==> config.mk <==
export PLATFORM = sky130hd
export DESIGN_NAME = mem_access_ctrl
export DESIGN_NICKNAME = d
export VERILOG_FILES = /design/src/rtl/mem_access_ctrl.sv
export SDC_FILE = /design/constraint.sdc
export NUM_CORES = 1
export LEC_CHECK = 0
export CAP_MARGIN = 10
export CELL_PAD_IN_SITES_DETAIL_PLACEMENT = 1
export CELL_PAD_IN_SITES_GLOBAL_PLACEMENT = 1
export CORE_ASPECT_RATIO = 1.5
export CORE_MARGIN = 1
export CORE_UTILIZATION = 29
export CTS_CLUSTER_DIAMETER = 100
export DETAILED_ROUTE_END_ITERATION = 16
export PLACE_DENSITY = 0.73
export SLEW_MARGIN = 25
export SYNTH_ARGS = -nofsm -noshare
export SYNTH_HDL_FRONTEND = slang
export SYNTH_SLANG_ARGS = --single-unit
export TNS_END_PERCENT = 30
==> constraint.sdc <==
create_clock -name clk -period 1.7 [get_ports clk]
set_clock_uncertainty 0.15 [all_clocks]
set_input_delay 0.17 -clock clk [delete_from_list [all_inputs] [get_ports clk]]
set_output_delay 0.17 -clock clk [all_outputs]
set_load 0.02 [all_outputs]
==> src/rtl/mem_access_ctrl.sv <==
// mem_access_ctrl: MEM-stage data-memory access controller.
// Turns the EX/MEM memory-control bundle into a byte-lane-aligned request on
// a variable-latency RAM port, stalls the pipeline until the port
// acknowledges, and returns aligned, extended load data. Misaligned accesses
// and bus timeouts are flagged.
//
// Ports:
//   clk, rst                     clock, synchronous active-high reset
//   mem_read_flag/mem_write_flag load / store request
//   mem_ext_flag/mem_signed_flag narrow-load extension controls
//   mem_sel                      unshifted size mask (0001/0011/1111)
//   mem_write_data, mem_addr     store datum (low bits) and byte address
//   flush                        pipeline flush
//   ram_en, ram_write_en         RAM request and byte write enables
//   ram_addr, ram_write_data     word address and lane-replicated store data
//   ram_read_data, ram_ack       RAM read data and one-cycle completion strobe
//   stall_request                freeze upstream stages (combinational)
//   load_data, load_valid        aligned/extended load result and its pulse
//   addr_error                   misaligned access (combinational)
//   bus_error                    timeout pulse
module mem_access_ctrl #(
    parameter int unsigned TIMEOUT = 255
) (
    input  logic        clk,
    input  logic        rst,
    input  logic        mem_read_flag,
    input  logic        mem_write_flag,
    input  logic        mem_ext_flag,
    input  logic        mem_signed_flag,
    input  logic [3:0]  mem_sel,
    input  logic [31:0] mem_write_data,
    input  logic [31:0] mem_addr,
    input  logic        flush,
    output logic        ram_en,
    output logic [3:0]  ram_write_en,
    output logic [31:0] ram_addr,
    output logic [31:0] ram_write_data,
    input  logic [31:0] ram_read_data,
    input  logic        ram_ack,
    output logic        stall_request,
    output logic [31:0] load_data,
    output logic        load_valid,
    output logic        addr_error,
    output logic        bus_error
);

    localparam logic [1:0] ST_IDLE = 2'd0;
    localparam logic [1:0] ST_WAIT = 2'd1;
    localparam logic [1:0] ST_DONE = 2'd2;

    // Last WAIT count value before the timeout fires.
    localparam logic [7:0] TO_LAST = 8'(TIMEOUT - 1);

    logic [1:0]  state_q, state_d;
    logic [7:0]  cnt_q, cnt_d;
    logic        ram_en_q, ram_en_d;
    logic [3:0]  ram_we_q, ram_we_d;
    logic [31:0] ram_addr_q, ram_addr_d;
    logic [31:0] ram_wdata_q, ram_wdata_d;
    logic        rd_q, rd_d;
    logic        ext_q, ext_d;
    logic        sgn_q, sgn_d;
    logic [3:0]  sel_q, sel_d;
    logic [1:0]  off_q, off_d;
    logic        flush_seen_q, flush_seen_d;
    logic [31:0] load_data_q, load_data_d;
    logic        load_valid_q, load_valid_d;
    logic        bus_error_q, bus_error_d;

    logic        access_c;
    logic        mis_c;
    logic        issue_c;
    logic        stall_c;
    logic [3:0]  lanes_c;
    logic [31:0] wdata_rep_c;
    logic [31:0] rshift_c;
    logic [31:0] extract_c;

    // Request decode: access, misalignment, byte lanes, replicated store data.
    always_comb begin
        access_c = mem_read_flag | mem_write_flag;
        mis_c    = ((mem_sel == 4'b1111) && (mem_addr[1:0] != 2'b00)) |
                   ((mem_sel == 4'b0011) && mem_addr[0]);
        lanes_c  = 4'(mem_sel << mem_addr[1:0]);
        case (mem_sel)
            4'b0001: wdata_rep_c = {4{mem_write_data[7:0]}};
            4'b0011: wdata_rep_c = {2{mem_write_data[15:0]}};
            default: wdata_rep_c = mem_write_data;
        endcase
    end

    // Issue is blocked during the bus_error cycle: the request still on the
    // inputs is the one that just timed out and the pipeline moves past it.
    assign issue_c = access_c & ~mis_c & ~flush & ~bus_error_q;

    // Load extraction from the captured offset and size/extension controls.
    always_comb begin
        rshift_c  = ram_read_data >> {off_q, 3'b000};
        extract_c = rshift_c;
        if (ext_q) begin
            if (sel_q == 4'b0001) begin
                extract_c = sgn_q ? {{24{rshift_c[7]}}, rshift_c[7:0]}
                                  : {24'd0, rshift_c[7:0]};
            end else if (sel_q == 4'b0011) begin
                extract_c = sgn_q ? {{16{rshift_c[15]}}, rshift_c[15:0]}
                                  : {16'd0, rshift_c[15:0]};
            end
        end
    end

    // Next-state and next-output logic.
    always_comb begin
        state_d      = state_q;
        cnt_d        = cnt_q;
        ram_en_d     = ram_en_q;
        ram_we_d     = ram_we_q;
        ram_addr_d   = ram_addr_q;
        ram_wdata_d  = ram_wdata_q;
        rd_d         = rd_q;
        ext_d        = ext_q;
        sgn_d        = sgn_q;
        sel_d        = sel_q;
        off_d        = off_q;
        flush_seen_d = flush_seen_q;
        load_data_d  = load_data_q;
        load_valid_d = 1'b0;
        bus_error_d  = 1'b0;
        stall_c      = 1'b0;

        case (state_q)
            ST_IDLE: begin
                if (issue_c) begin
                    stall_c      = 1'b1;
                    ram_en_d     = 1'b1;
                    ram_we_d     = mem_write_flag ? lanes_c : 4'b0000;
                    ram_addr_d   = {mem_addr[31:2], 2'b00};
                    ram_wdata_d  = wdata_rep_c;
                    rd_d         = mem_read_flag & ~mem_write_flag;
                    ext_d        = mem_ext_flag;
                    sgn_d        = mem_signed_flag;
                    sel_d        = mem_sel;
                    off_d        = mem_addr[1:0];
                    flush_seen_d = 1'b0;
                    cnt_d        = 8'd0;
                    state_d      = ST_WAIT;
                end
            end

            ST_WAIT: begin
                stall_c      = 1'b1;
                cnt_d        = cnt_q + 8'd1;
                flush_seen_d = flush_seen_q | flush;
                // Ack takes priority over a coincident timeout.
                if (ram_ack) begin
                    ram_en_d = 1'b0;
                    ram_we_d = 4'b0000;
                    if (rd_q) begin
                        load_data_d  = extract_c;
                        load_valid_d = ~(flush_seen_q | flush);
                    end
                    state_d = ST_DONE;
                end else if (cnt_q == TO_LAST) begin
                    ram_en_d    = 1'b0;
                    ram_we_d    = 4'b0000;
                    bus_error_d = 1'b1;
                    state_d     = ST_IDLE;
                end
            end

            ST_DONE: begin
                state_d = ST_IDLE;
            end

            default: begin
                state_d = ST_IDLE;
            end
        endcase
    end

    // State and output registers.
    always_ff @(posedge clk) begin
        if (rst) begin
            state_q      <= ST_IDLE;
            cnt_q        <= 8'd0;
            ram_en_q     <= 1'b0;
            ram_we_q     <= 4'b0000;
            ram_addr_q   <= 32'd0;
            ram_wdata_q  <= 32'd0;
            rd_q         <= 1'b0;
            ext_q        <= 1'b0;
            sgn_q        <= 1'b0;
            sel_q        <= 4'b0000;
            off_q        <= 2'b00;
            flush_seen_q <= 1'b0;
            load_data_q  <= 32'd0;
            load_valid_q <= 1'b0;
            bus_error_q  <= 1'b0;
        end else begin
            state_q      <= state_d;
            cnt_q        <= cnt_d;
            ram_en_q     <= ram_en_d;
            ram_we_q     <= ram_we_d;
            ram_addr_q   <= ram_addr_d;
            ram_wdata_q  <= ram_wdata_d;
            rd_q         <= rd_d;
            ext_q        <= ext_d;
            sgn_q        <= sgn_d;
            sel_q        <= sel_d;
            off_q        <= off_d;
            flush_seen_q <= flush_seen_d;
            load_data_q  <= load_data_d;
            load_valid_q <= load_valid_d;
            bus_error_q  <= bus_error_d;
        end
    end

    // Combinational outputs are forced low while reset is held.
    assign stall_request  = stall_c & ~rst;
    assign addr_error     = (state_q == ST_IDLE) & access_c & mis_c & ~rst;

    assign ram_en         = ram_en_q;
    assign ram_write_en   = ram_we_q;
    assign ram_addr       = ram_addr_q;
    assign ram_write_data = ram_wdata_q;
    assign load_data      = load_data_q;
    assign load_valid     = load_valid_q;
    assign bus_error      = bus_error_q;

endmodule

==> run summary, run 1 <==
The run finished, with violations left. The checks that failed: setup timing. Nature of the critical path startpoint: a flop. The type of the setup path with the least slack was reg2out.

Sequential elements use 41.7% of the synthesized area. The core region is 19,700 sq um. The worst setup slack after layout is -0.354 ns. Setup violations remaining at the end of the flow were counted as 102. Traced cell by cell, the critical path runs through o21bai_4 -> or4_4 -> o21ai_4 -> and2_4 -> buf_6.

Once detailed placement completed, the half-perimeter wirelength came to 16.8 mm. The final critical path takes up 121% of the cycle. 213 I/O pins were placed.

Summed over all layers, the routed wires come to 23.5 mm. Cells fill 48.7% of the core in the end. The tools report the max-slew violation total from the final report as 0.

In the final design database the tool counted 1,042 nets. The clock transition at the registers of the reported paths is 0.06 ns. In this run the worst path has a maximum fanout of 2.

In this run the deepest clock path goes through 2 buffers. TritonCTS built the clock tree. Routability-driven placement finished with a final weighted congestion of 0.804.

The via count of the first global-routing pass came out at 6,733. Summed over all cells, the static leakage comes to 4.22 nW. The number of input and output port buffers inserted is 210.

The commonest cells after synthesis are 121 x sky130_fd_sc_hd__dfxtp_1, 99 x sky130_fd_sc_hd__a21oi_1, 83 x sky130_fd_sc_hd__o21ai_0. Yosys printed 0 warnings. In this run the remaining antenna-violating nets after routing total 0. At the pin with the least slew margin, the transition time is 0.729 ns.

The largest area contributor in the netlist was sky130_fd_sc_hd__dfxtp_1. Synthesis instantiated 59 different standard cells from the library. Entering global routing, the biggest net connects 74 pins. The cell family contributing the most delay on the critical path is simple AND/OR/NAND/NOR gates.

The number of buffers created by CTS was 17; the detailed router's first-iteration violation count was 260. For this run, the leading register cell type out of synthesis is sky130_fd_sc_hd__dfxtp_1. The netlist area before placement is 5820 sq um, and the number of enable flip-flop cells after synthesis is 0.

Summing all multi-input logic gate instances after layout gives 3270 sq um. The final critical-path required period is 2.05 ns. IR analysis of the VDD net gives a maximum drop of 0.489 mV.

The tools report the floorplan row count as 63. The CTS sink count came out at 121. The slowest cell on the critical path was sky130_fd_sc_hd__or4_4. In this design, the stage delay of the slowest critical-path cell is 0.44 ns. Synthesis produced a netlist whose cell count is 687. Initial antenna violation count: 2.

For the worst setup path, the data required time is 1.38 ns. In the routed layout, each cell is associated on average with a via count of 5.27. The hold violation count in the final report is 0, and the horizontal die dimension is 118 um.

Registers take 2430 sq um. Ranked by total cell area, the synthesized netlist is headed by sky130_fd_sc_hd__dfxtp_1 42%, sky130_fd_sc_hd__a21oi_1 8.5%, sky130_fd_sc_hd__o21ai_0 7.1%. Static timing analysis puts the maximum clock frequency at 0.487 GHz.

The worst setup path is captured at a primary output. Number of maximum-capacitance violations: 0. The starting density of the core is 29.5%, and the arrival time reported for the critical path endpoint is 1.73 ns. The floorplan step set the die height to 175 um.

For this run, asynchronously set or reset flops after synthesis account for 0%. Among all cell types in the netlist, the one instantiated most often is sky130_fd_sc_hd__dfxtp_1. The cell area power density was 854 nW/um^2.

The depth of the CTS H-tree came out at 4. The worst path buffer plus inverter count is 1, and the number of remaining DRC errors is 0. Power comes to 8.20 mW. Global routing used 23.0% of the available tracks across all layers.

The area growth from synthesis to layout is 65.1%. The tools report the first-pass GRT wire length as 37.4 mm. Setup repair after global routing could not meet its margin everywhere.

The top cell type by area accounts for 41.7% of the synthesized area. A synthesized cell averages 8.47 sq um. In this run the tightest slew margin relative to its limit is 51.4%. Cells with a size suffix above 1 make up 18.2% of the layout. The die covers 20,600 sq um. The logs give 2,275 for the number of filler cells placed in the layout and 0.136 ns for the worst slack on hold paths. The global route total overflow is 0, and the via count is 6,364. The number of search-and-repair iterations in the first detailed-routing pass was 4; the average wire length per cell after detail routing was 19.4 um. In this run the worst hold path is classified as in2reg. At the later pin of the worst-skew pair, clock insertion delay measures 0.42 ns.

The clock tree root buffer cell is sky130_fd_sc_hd__clkbuf_16. The number of storage elements in the synthesis netlist is 121.
## cells in the final DEF, fill, tap and decap left out, drive strengths merged, types with 9 or more instances in the layout
cell type | Yosys | final
a211oi | 10 | 10
nor2 | 20 | 20
or4 | 9 | 9
o211ai | 17 | 17
nand2 | 49 | 49
dfxtp | 121 | 121
o2111ai | 16 | 16
clkbuf | 50 | 18
dlymetal6s2s | 0 | 53
buf | 24 | 92
nand2b | 9 | 9
mux2i | 36 | 36
o21ai | 84 | 84
clkdlybuf4s50 | 0 | 151
a21oi | 99 | 99
nand3 | 49 | 49
a311oi | 11 | 11
## path summary, 6_finish.rpt
check | start | endpoint | slack (ns) | cells after the start
max | state_q[0] | stall_request | -0.35 | 5
min | rst | flush_seen_q | 0.14 | 3
max reg2reg | state_q[0] | ram_write_data[20] | -0.33 | 5
min reg2reg | flush_seen_q | load_valid | 0.28 | 1
## state kept, by name, summed over array words and instances (netlist names)
name            count
off_q               2
state_q             2
sel_q               4
ram_addr           30
ram_write_data     32
flush_seen_q        1
ram_write_en        4
ram_en              1
load_data          32
sgn_q               1
rd_q                1
cnt_q               8
load_valid          1
bus_error           1
ext_q               1
## through the flow
stage	cell area, sq um	setup TNS (ns)	setup slack (ns)	std cells
after floorplan	5900	-1.08	-0.113	688
after global placement	8770	-70.87	-0.911	1172
after detailed placement	8770	-73.24	-0.910	1172
after CTS	9400	-23.16	-0.378	1205
after global routing	9600	-30.54	-0.423	1207
final	9600	-20.32	-0.354	1207
## repair_timing
| action | CTS | global route |
|---|---|---|
| endpoints found under the setup margin | 185 | 214 |
| setup buffers | 1 | 0 |
| resized for setup | 31 | 67 |
| hold buffers | 0 | 0 |
| pin swaps | 14 | 3 |
## cell type report
type	instances	share of cell area, %
Tap cell	260	3.39
Antenna cell	2	0.0521
Sequential cell	121	25.3
Clock inverter	14	1.47
Multi-Input combinational cell	492	34.1
Clock buffer	18	4.47
Inverter	1	0.0391
Timing Repair Buffer	299	31.3
## tightest hold or removal path, cell delays in order
cell and delay (ns):
sky130_fd_sc_hd__buf_4 0.14, sky130_fd_sc_hd__buf_12 0.19, sky130_fd_sc_hd__a21oi_1 0.14
## cell families (layout without fill, tap and decap cells)
family                   after synthesis  in the layout  synth area share, %
AO/OA/AOI/OAI                        272            272                 29.0
AND/OR/NAND/NOR                      171            171                 15.3
flip-flops                           121            121                 41.7
buffers and inverters                 75            332                 5.51
multiplexers                          44             44                 7.94
adder cells (fa/ha/maj)                2              2                0.430
other                                  1              4               0.0645
XOR/XNOR                               1              1                0.151
## per-layer routing
| metal | up-vias | routed length, um | part of all wire [%] | global-route usage (%) |
|---|---|---|---|---|
| met1 | 3101 | 8800 | 37 | 24.4 |
| met5 | - | 0 | 0 | 0 |
| met2 | 170 | 12900 | 55 | 42.8 |
| li1 | 3063 | - | - | - |
| met3 | 30 | 1020 | 4.3 | 5.23 |
| met4 | 0 | 793 | 3.4 | 10.6 |
## where the power goes
part	switching (mW)	leakage (nW)	internal, mW
Clock	1.47	0.266	2.04
Sequential	0.0689	0.987	2.97
Combinational	0.856	2.96	0.795
Total	2.39	4.22	5.81
(Power assumes the default switching activity.)
==> inputs of run 2 (changes only) <==
- SKIP_CTS_REPAIR_TIMING: default -> 1
==> run 2 against run 1 <==
- the run still ends with setup timing left
- critical path type unchanged
- largest power group unchanged
- design area is 2.0% lower
- register-to-register slack worse by 0.04 ns
- hold slack worse by 0.045 ns
- final cell count stayed put
- clock power hardly changed
- die area stayed put
- non-clock buffer count stayed put
- power hardly changed
- count of clock-buffer cells in the layout stayed put
- utilization is 0.96 points lower
- flip-flop and latch count stayed put
- sequential share of layout area is 0.52 points higher
==> run summary, run 2 (synthesized netlist as in run 1, its figures left out) <==
Cells with a size suffix above 1 make up 17.1% of the layout. The run gives 37.1 mm as the first-pass GRT wire length. The area of the multi-input gates was 3220 sq um. The checks that failed: setup timing. The worst setup path is launched from a flop. The final critical-path required period came out at 2.09 ns. Entering global routing, the biggest net connects 74 pins.

For the final estimated routing congestion in global placement, the log shows 0.804. The max-slew violation total from the final report was 0; the number of maximum-capacitance violations was 0. For this run the aggregate overflow at the end of global routing stands at 0. After clock tree synthesis, the clock-pin slew on the worst setup and hold paths is 0.06 ns. For the global-route usage over all layers, the log shows 22.9%. The via count of the first global-routing pass was 6,682; the hold violation count in the final report was 0.

For this run, design rule violations remaining after detail routing come to 0. In the layout the commonest cells are 204 x sky130_fd_sc_hd__clkdlybuf4s50_1, 117 x sky130_fd_sc_hd__dfxtp_1, 99 x sky130_fd_sc_hd__a21oi_1. Port buffering added 210 buffers.

Worst path buffer plus inverter count: 1. The logs give 0.489 mV for the largest voltage drop on the vdd net and 8.20 mW for the total power draw. The average wire length per cell after detail routing is 19.3 um, and the normalized max-slew margin is 50.9%. For this run, the number of standard cells in the final layout without fillers is 1,207.

The layout has 2,299 filler cells. Leaving out fill and tap cells, the most frequent cell in the layout is sky130_fd_sc_hd__clkdlybuf4s50_1. STA classifies the critical path endpoint as a primary output. The number of buffers on the longest clock path was 2; the vias per cell was 5.31.

Along the worst hold path, the cell count comes to 4. In this run the number of H-tree levels came out at 4. The clock tree root buffer cell was sky130_fd_sc_hd__clkbuf_16.

The slowest cell on the critical path is sky130_fd_sc_hd__or4_4. The initial utilization of the core area, before any placement, comes to 29.5%. The worst path uses 123% of the clock period. Once placement finished, the instance area stood at 8770 sq um. The run gives 121 as the CTS sink count.

Setup repair after global routing could not meet its margin everywhere. After legalization and detailed placement, the total HPWL measured 16.8 mm. Data arrives at the worst endpoint at 1.77 ns. On the worst path, the slowest cell contributes a delay of 0.45 ns. Cells fill 47.8% of the core in the end.

In this run, placement finished with an instance count of 1,172. TritonCTS built the clock tree. The min-delay analysis places its worst path in the category in2reg. The final cell area excluding filler cells came out at 9410 sq um.

Measured in cells, the most critical reg-to-reg path has a length of 5. The combined flip-flop and latch cell area was 2430 sq um; the die height was 175 um. 213 I/O pins were placed. The count of nets left with antenna violations once routing finished came out at 0. At the pin with the least slew margin, the transition time is 0.736 ns.

Summed over all failing endpoints, the final setup total negative slack is -23.86 ns. The signal on the critical path passes through o21bai_4 -> or4_4 -> o21ai_4 -> and2_4 -> buf_4. Row generation in the floorplan step produced 63 rows. The type of the setup path with the least slack is reg2out. The clock reaches the later pin of the worst-skew pair after 0.42 ns. The run gives 17 as the number of buffers created by CTS.

The flow ran to the end, but the final reports show violations. The signed area change from the synthesized netlist to the final layout was 61.9%. The routed layout has 6,404 vias. The static leakage was 3.30 nW; the area of the core was 19,700 sq um.

The worst setup slack after layout came out at -0.395 ns. The critical path runs through a total of 5 cells. The data required time at the worst endpoint was 1.38 ns; the cell area power density was 872 nW/um^2.

The cell class contributing the biggest share of worst-path delay was simple AND/OR/NAND/NOR gates. The number of search-and-repair iterations in the first detailed-routing pass came out at 4. In this run the horizontal extent of the chip is 118 um. The run gives 20,600 sq um as the area of the die. For this run, the top clock speed supported by timing is 0.477 GHz. Summed over all layers, the routed wires come to 23.4 mm.

Setup violations remaining at the end of the flow were counted as 132. The detailed router's first-iteration violation count came out at 254. The logs give 1,042 for the number of nets at the end of the flow and 2 for the initial antenna violation count. The worst-path maximum fanout is 2.
-- run 2: cell count changes in the layout (fill, tap and decap cells not counted), sizes merged --
cell and change:
dlymetal6s2s -50, clkdlybuf4s50 +53, dlygate4sd2 -3
-- run 2: area by class of cell --
type,instances,area share (%)
tap,260,3.46
multi-input combinational,492,34.2
antenna,2,0.0532
inverter,1,0.0399
sequential,121,25.8
clock buffer,18,4.56
clock inverter,14,1.50
timing repair buffer,299,30.4
-- run 2: path summary, 6_finish.rpt --
path / slack [ns] / start / endpoint
max: -0.39 / state_q[0] / stall_request
min: 0.09 / mem_sel[3] / sel_q[3]
max reg2reg: -0.37 / state_q[0] / ram_write_data[20]
min reg2reg: 0.28 / flush_seen_q / load_valid
-- run 2: layer usage --
layer | part of all wire (%) | wire length, um | vias to the layer above | GRT usage, %
met5 | 0 | 0 | - | 0
met4 | 3.5 | 820 | 0 | 9.88
met3 | 4.4 | 1030 | 38 | 5.23
met2 | 55 | 12700 | 177 | 42.9
met1 | 38 | 8760 | 3122 | 24.2
li1 | - | - | 3067 | -
-- run 2: worst reg2reg max path, stage by stage (launching register included) --
cell                       delay (ns)
sky130_fd_sc_hd__dfxtp_2         0.33
sky130_fd_sc_hd__o21bai_4        0.17
sky130_fd_sc_hd__or4_4           0.45
sky130_fd_sc_hd__buf_4           0.36
sky130_fd_sc_hd__nor2_4          0.35
sky130_fd_sc_hd__a211oi_1        0.12
-- run 2: where the power goes --
| group | switching [mW] | internal [mW] |
|---|---|---|
| logic | 0.846 | 0.800 |
| registers | 0.0720 | 2.97 |
| clock network | 1.47 | 2.04 |
| total | 2.39 | 5.81 |
-- run 2: through the flow --
stage          hold slack, ns  setup slack, ns
5_1_grt                 0.100           -0.458
6_report               0.0908           -0.395
3_5_place_dp            0.268           -0.910
4_1_cts                 0.121            -1.05
2_1_floorplan          0.0963           -0.113
3_3_place_gp            0.266           -0.911
==> inputs of run 3 (changes only) <==
- SLEW_MARGIN: 25 -> 20
==> results of run 3 <==
No change in the layout: final DEF, timing and power equal those of run 2.
